`src/rtl/swu_window_maxpool.sv`:
```
// Sliding-window max pooling stage.
// Consumes window words (kh outer, kw middle, channel fold inner) and emits one
// pooled word per channel fold when the last tap of that fold arrives.
// Running per-lane maxima live in a small accumulator memory indexed by fold.

module swu_window_maxpool #(
  parameter int SIMD          = 1,
  parameter int IFMChannels   = 2,
  parameter int KERNEL_HEIGHT = 3,
  parameter int KERNEL_WIDTH  = 3,
  parameter int OFMWidth      = 3,
  parameter int OFMHeight     = 5,
  parameter int IP_PRECISION  = 8,
  parameter int SIGNED        = 0,
  parameter     RAM_STYLE     = "auto"
) (
  input  logic                         clk,
  input  logic                         reset,
  input  logic [SIMD*IP_PRECISION-1:0] ip_axis_tdata,
  input  logic                         ip_axis_tvalid,
  output logic                         ip_axis_tready,
  output logic [SIMD*IP_PRECISION-1:0] op_axis_tdata,
  output logic                         op_axis_tvalid,
  input  logic                         op_axis_tready,
  output logic                         frame_done
);

  localparam int W            = SIMD * IP_PRECISION;
  localparam int EFF_CHANNELS = IFMChannels / SIMD;
  localparam int NTAPS        = KERNEL_HEIGHT * KERNEL_WIDTH;
  localparam int NPIX         = OFMWidth * OFMHeight;

  localparam int CW = (EFF_CHANNELS > 1) ? $clog2(EFF_CHANNELS) : 1;
  localparam int TW = (NTAPS > 1) ? $clog2(NTAPS) : 1;
  localparam int PW = (NPIX > 1) ? $clog2(NPIX) : 1;

  // A single-fold design still gets a 1-bit fold index, so keep the memory
  // deep enough that the index never addresses outside it.
  localparam int ACC_DEPTH = (EFF_CHANNELS > 1) ? EFF_CHANNELS : 2;

  localparam logic [CW-1:0] C_LAST = CW'(EFF_CHANNELS - 1);
  localparam logic [TW-1:0] T_LAST = TW'(NTAPS - 1);
  localparam logic [PW-1:0] P_LAST = PW'(NPIX - 1);

  logic [CW-1:0] c;
  logic [TW-1:0] t;
  logic [PW-1:0] p;

  (* ram_style = RAM_STYLE *) logic [W-1:0] acc [ACC_DEPTH];

  logic [W-1:0] acc_rd;
  logic [W-1:0] pooled;
  logic         first_tap;
  logic         last_tap;
  logic         in_hs;

  // Lane-wise maximum; lanes never interact and ties return the common value.
  function automatic logic [W-1:0] lane_max(input logic [W-1:0] a,
                                            input logic [W-1:0] b);
    logic [IP_PRECISION-1:0] la;
    logic [IP_PRECISION-1:0] lb;
    logic                    take;
    lane_max = '0;
    for (int i = 0; i < SIMD; i++) begin
      la = a[i*IP_PRECISION +: IP_PRECISION];
      lb = b[i*IP_PRECISION +: IP_PRECISION];
      if (SIGNED != 0) take = $signed(lb) > $signed(la);
      else             take = lb > la;
      lane_max[i*IP_PRECISION +: IP_PRECISION] = take ? lb : la;
    end
  endfunction

  assign first_tap = (t == '0);
  assign last_tap  = (t == T_LAST);
  assign acc_rd    = acc[c];

  // The first tap seeds the running max, so a stale accumulator is never used.
  assign pooled = first_tap ? ip_axis_tdata : lane_max(acc_rd, ip_axis_tdata);

  // Only the last tap needs room in the output register; all other taps
  // land in the accumulator and can always be taken.
  assign ip_axis_tready = !last_tap || !op_axis_tvalid || op_axis_tready;
  assign in_hs          = ip_axis_tvalid && ip_axis_tready;

  // Accumulator update for every non-final tap (deliberately not reset).
  always_ff @(posedge clk) begin
    if (in_hs && !last_tap) acc[c] <= pooled;
  end

  // Fold, tap and pixel counters advance on each accepted input word.
  always_ff @(posedge clk or posedge reset) begin
    if (reset) begin
      c <= '0;
      t <= '0;
      p <= '0;
    end else if (in_hs) begin
      if (c == C_LAST) begin
        c <= '0;
        if (last_tap) begin
          t <= '0;
          if (p == P_LAST) p <= '0;
          else             p <= p + 1'b1;
        end else begin
          t <= t + 1'b1;
        end
      end else begin
        c <= c + 1'b1;
      end
    end
  end

  // Output register: load on a last-tap word, hold while stalled, clear once taken.
  always_ff @(posedge clk or posedge reset) begin
    if (reset) begin
      op_axis_tdata  <= '0;
      op_axis_tvalid <= 1'b0;
    end else if (in_hs && last_tap) begin
      op_axis_tdata  <= pooled;
      op_axis_tvalid <= 1'b1;
    end else if (op_axis_tready) begin
      op_axis_tvalid <= 1'b0;
    end
  end

  // One-cycle pulse after the final word of the final pixel in a frame.
  always_ff @(posedge clk or posedge reset) begin
    if (reset) frame_done <= 1'b0;
    else       frame_done <= in_hs && (c == C_LAST) && last_tap && (p == P_LAST);
  end

endmodule
```
`config.mk`:
```
export PLATFORM = sky130hd
export DESIGN_NAME = swu_window_maxpool
export DESIGN_NICKNAME = d
export VERILOG_FILES = /design/src/rtl/swu_window_maxpool.sv
export SDC_FILE = /design/constraint.sdc
export NUM_CORES = 1
export LEC_CHECK = 0
export BUFFER_PORTS_ARGS = -buffer_cell sky130_fd_sc_hd__buf_2
export CORE_MARGIN = 1
export CORE_UTILIZATION = 60
export CTS_CLUSTER_DIAMETER = 100
export DETAILED_ROUTE_END_ITERATION = 8
export MAX_ROUTING_LAYER = met4
export PLACE_DENSITY = 0.82
export SYNTH_ARGS = -nofsm -noshare
export SYNTH_HDL_FRONTEND = slang
export SYNTH_SLANG_ARGS = --single-unit
```
`constraint.sdc`:
```
create_clock -name clk -period 5.34 [get_ports clk]
set_input_delay 0.267 -clock clk [delete_from_list [all_inputs] [get_ports clk]]
set_output_delay 0.267 -clock clk [all_outputs]
set_load 0.01 [all_outputs]
```
=== Yosys cells after proc, flatten, opt, wreduce, memory -nomap -nowiden ===
Memory sizes are Yosys's and may differ from the RTL's.
Cells that the tools add are included.

* Flip-flop bits (word level): 19
* RAM bits: 16
* Bits of input ports: 12
* Output and inout port bits: 11
* Memories: 1

* Add/subtract/negate cells: 3
* Magnitude comparators: 1
* Eq/ne operators: 2
* Muxes and demuxes: 9
* Reductions and logical operators: 14

{| class="wikitable"
|+ Memory list
! memory !! words !! bits a word !! rd ports !! clocked after Yosys merged registers in !! wr ports !! RTL line !! text
|-
| acc || 2 || 8 || 1 || 0 || 1 || 49 || <nowiki>(* ram_style = RAM_STYLE *) logic [W-1:0] acc [ACC_DEPTH];</nowiki>
|}

{| class="wikitable"
|+ Operators with widths
! kind !! number
|-
| 8-bit 2-to-1 mux || 2
|-
| 4-bit by 1-bit adder with 4-bit output, second input constant || 2
|-
| 4-bit == test, second input constant || 2
|-
| 8-bit > comparator || 1
|-
| 4-bit 2-to-1 mux || 2
|-
| 1-bit logical AND || 6
|-
| 1-bit 2-to-1 mux || 5
|-
| 4-bit logical NOT || 1
|-
| 3-bit AND reduction || 1
|-
| 1-bit logical NOT || 2
|-
| 1-bit logical OR || 2
|-
| 2-bit AND reduction || 1
|-
| 2-bit nonzero test || 1
|-
| 1-bit adder, second input constant || 1
|}

=== Depth between registers and ports, before layout ===
* Word-level depth: 8
* Gate-level depth with buffers: 10
* Depth with buffers taken out: 7

=== Worst setup path after synthesis ===
No wires, ideal clock.

* Path kind: reg2reg
* From: register c
* To: memory acc[0][1] in the netlist's numbering, data pin
* Setup time: 0.264 ns
* Data arrival time: 2.067 ns
* Required time: 5.076 ns
* Slack: 3.009 ns
* Cell stages (with the launch flop): 11
* Cell sequence: dfrtp_1 -> buf_2 -> buf_2 -> mux2i_1 -> ha_1 -> nor2b_1 -> o211ai_1 -> a211o_1 -> buf_6 -> and4_4 -> nor2_1

* Longest elaborated chain between the ends: 4

{| class="wikitable"
|+ Ends and longest elaborated chain
! what !! RTL line !! text
|-
| start, declared || 45 || <nowiki>logic [CW-1:0] c;</nowiki>
|-
| start signal, assigned || 107 || <nowiki>c <= c + 1'b1;</nowiki>
|-
| memory 2 x 8 bit * || n/a ||
|-
| 8-bit > comparator || 68 || <nowiki>else take = lb > la;</nowiki>
|-
| 8-bit 2-to-1 mux * || 69 || <nowiki>lane_max[i*IP_PRECISION +: IP_PRECISION] = take ? lb : la;</nowiki>
|-
| 8-bit 2-to-1 mux * || 78 || <nowiki>assign pooled = first_tap ? ip_axis_tdata : lane_max(acc_rd, ip_axis_tdata);</nowiki>
|-
| via pooled[1] || 52 || <nowiki>logic [W-1:0] pooled;</nowiki>
|-
| end, declared || 49 ||
|}

Mark *: on every way through the listed nets, which the timed path passes. The rest lies on a longest branch.

=== Worst setup path in the final report ===
* From: register c
* To: memory acc[0][2] in the netlist's numbering, data pin

The elaborated chain is that of the path after synthesis.

==> metrics.cfg <==
[synthesis]
syn_avg_cell_area_sq_um = 11.4
synthMuxAreaShare_pct = 5.19
synth_compound_area_share_pct = 12.8
yosysTopAreaCellShare_pct = 26.9
ys_seq_area_share_pct = 53.6
syn_area_sq_mm = 0.00178
synth_top_cell_by_area = edfxtp_1
syn-num-nets = 179
synth_top_family_by_area = simple AND/OR/NAND/NOR gates
yosys_warnings = 0
yosys.area_share.simple_pct = 17.3
synth_xor_xnor_area_share_pct = 0.982
synth_cell_type_count = 39
ys_top_cells_by_area = edfxtp_1, dfrtp_1, ha_1
synth_seq_cells = 35
synth_fa_ha_area_share_pct = 7.01
synthCells = 157

[cts]
cts_hold_buf = 0
cts.repair.resized = 0
clk_pin_slew_ns = 0.10
numCtsBuffers = 5
cts_sinks = 35
h-tree-depth = 2
clock_latency_ns = 0.33
post-cts-setup-buffers = 0
clock_path_buffers = 2
cts_tree = done
cts_root_buffer = clkbuf_4

[sta]
drv_slew = 0
period_share_pct = 58.3
max_freq_mhz = 321
timing.final.hold_violations = 0
post-route-min-period_ns = 3.11
setup_viol = 0
worst_pin_slew_ns = 0.988
worst_clock_skew_ns = 0.00921
relSlewSlack_pct = 33.7
timing.hold.ws_ns = 0.0656
rsz0062_at_grt = no
setup-tns-final_ns = 0

[setup_path]
critPathArrivalTime_ns = 3.20
crit_type = flip-flop to flip-flop
cp-start-kind = flip-flop
crit_fanout = 16
cp_data_required_time_ns = 5.42
endpoint_kind = flip-flop

[run_status]
status = finished, final reports clean

[drt]
post_drt_wl_per_cell_um = 15.9
dr.pass1.iters = 4
antenna_left = 0
drt-vias-per-instance = 6.25
vias = 1326
routed_wl_mm = 3.38
drt_iter0_drc = 56
drc = 0

[floorplan]
core_sq_mm = 0.00278
start_util_pct = 64.1
boundaryPins = 23
die_w_um = 56.5
die_h_um = 56.5
fp-row-count = 19
dieArea_sq_mm = 0.00320

[global_routing]
grt_first_pass_wirelength_mm = 5.84
grt.overflow.total = 0
antenna_found_initial = 0
grt_max_degree = 20
grtUsageTotal_pct = 24.9
grt_pass1_vias = 1326

[placement]
routabilityCongestion = 0.886
hpwl_mm = 2.39
io_buffers = 22
dpl_cell_area_sq_mm = 0.00190

[power_and_ir_drop]
peakVddDrop_v = 0.000440
p_leak_uw = 0.000883
p_per_area_mw_per_mm2 = 582

[run]
cap_violations = 0

[final_layout]
final_cell_mix = buf_2, dfrtp_1, nand2_1
num_antenna_cells = 0
nets = 202
final_core_util_pct = 70.2
drive_above_1_share_pct = 18.8
fin_area_sq_mm = 0.00195
layout.cells.most_common = buf_2
syn2layout_area_growth_pct = 9.40

[hold_path]
min_path_type = input pin to async pin

-- Yosys cell counts --
cell type  number
a31oi_1         8
a21oi_1         4
clkbuf_1        3
o211ai_1        1
buf_6           1
and4_4          2
mux2_2          1
edfxtp_1       16
a22o_1          1
o21ai_1         3
dfrtp_1        19
o31ai_1         6
and3b_1         1
nand4b_1        1
nor2_1         10
nand3_2         1
ha_1           10
nand3_1         5
o21ai_0         5
nand2b_1        1
xnor2_1         1
buf_2           3
nor2b_1         2
a211oi_1        1
nor3_1          1
nand4_1         2
inv_1           5
o31ai_2         2
xor2_1          1
a211o_1         1
nand2_1        17
and4b_1         1
and3_1          2
a21o_1          2
mux2i_1         7
nor3b_1         2
and4_1          5
nand3b_1        2
mux2_1          1
-- flip-flops by register name, indices dropped and copies added (netlist names) --
register,cells
c,1
acc,16
op_axis_tvalid,1
op_axis_tdata,8
p,4
t,4
frame_done,1
-- layout make-up --
class                      instances  area, sq um
sequential                        35          956
fill                             213          830
multi-input combinational        110          772
timing repair buffer              23          118
clock buffer                       6         41.3
tap                               31         38.8
inverter                           5         18.8
clock inverter                     2         7.51
-- metrics by stage --
step / instances / setup slack, ns / power (uW)
2_1_floorplan: 157 / 3.01 / 877
6_report: 212 / 2.23 / 1140
3_3_place_gp: 204 / 2.40 / 967
3_5_place_dp: 204 / 2.28 / 1010
5_1_grt: 212 / 2.07 / 1220
4_1_cts: 212 / 2.29 / 1140
-- layer usage --
metal	GRT usage [%]	vias to the layer above	share of wire, %
li1	-	641	-
met1	30.9	641	44
met2	40.7	37	49
met3	5.07	7	4.8
met4	8.71	0	1.8
met5	-	-	0
-- cells by family (layout without fill, tap and decap cells) --
logic type	after synthesis	after routing
flops	35	35
mux	9	9
buf+inv	12	36
compound gates	34	34
simple gates	55	55
fa+ha+maj	10	10
xor+xnor	2	2
-- critical path, stage by stage, from the launching register on --
cell     delay (ns)
dfrtp_1        0.80
mux2_2         0.42
ha_1           0.27
nand4_1        0.12
o21ai_1        0.79
and4_4         0.40
nor2_1         0.06
-- where the power goes --
| part | internal (uW) | switching, uW |
|---|---|---|
| Clock | 48.7 | 80.3 |
| Sequential | 431 | 78.1 |
| Combinational | 207 | 291 |
| Total | 687 | 450 |
-- worst paths after layout --
kind / slack (ns) / endpoint / depth (start not counted) / startpoint
setup / recovery: 2.23 / acc[0][2] / 6 / c
hold / removal: 0.07 / op_axis_tdata[2] / 2 / reset
setup reg to reg: 2.23 / acc[0][2] / 6 / c
hold reg to reg: 0.48 / op_axis_tdata[7] / 2 / op_axis_tdata[7]
max in group asynchronous: 4.78 / op_axis_tdata[7] / 2 / reset
min in group clk: 0.24 / c / 3 / ip_axis_tvalid
Note: power is estimated with default switching activity, not from simulation.
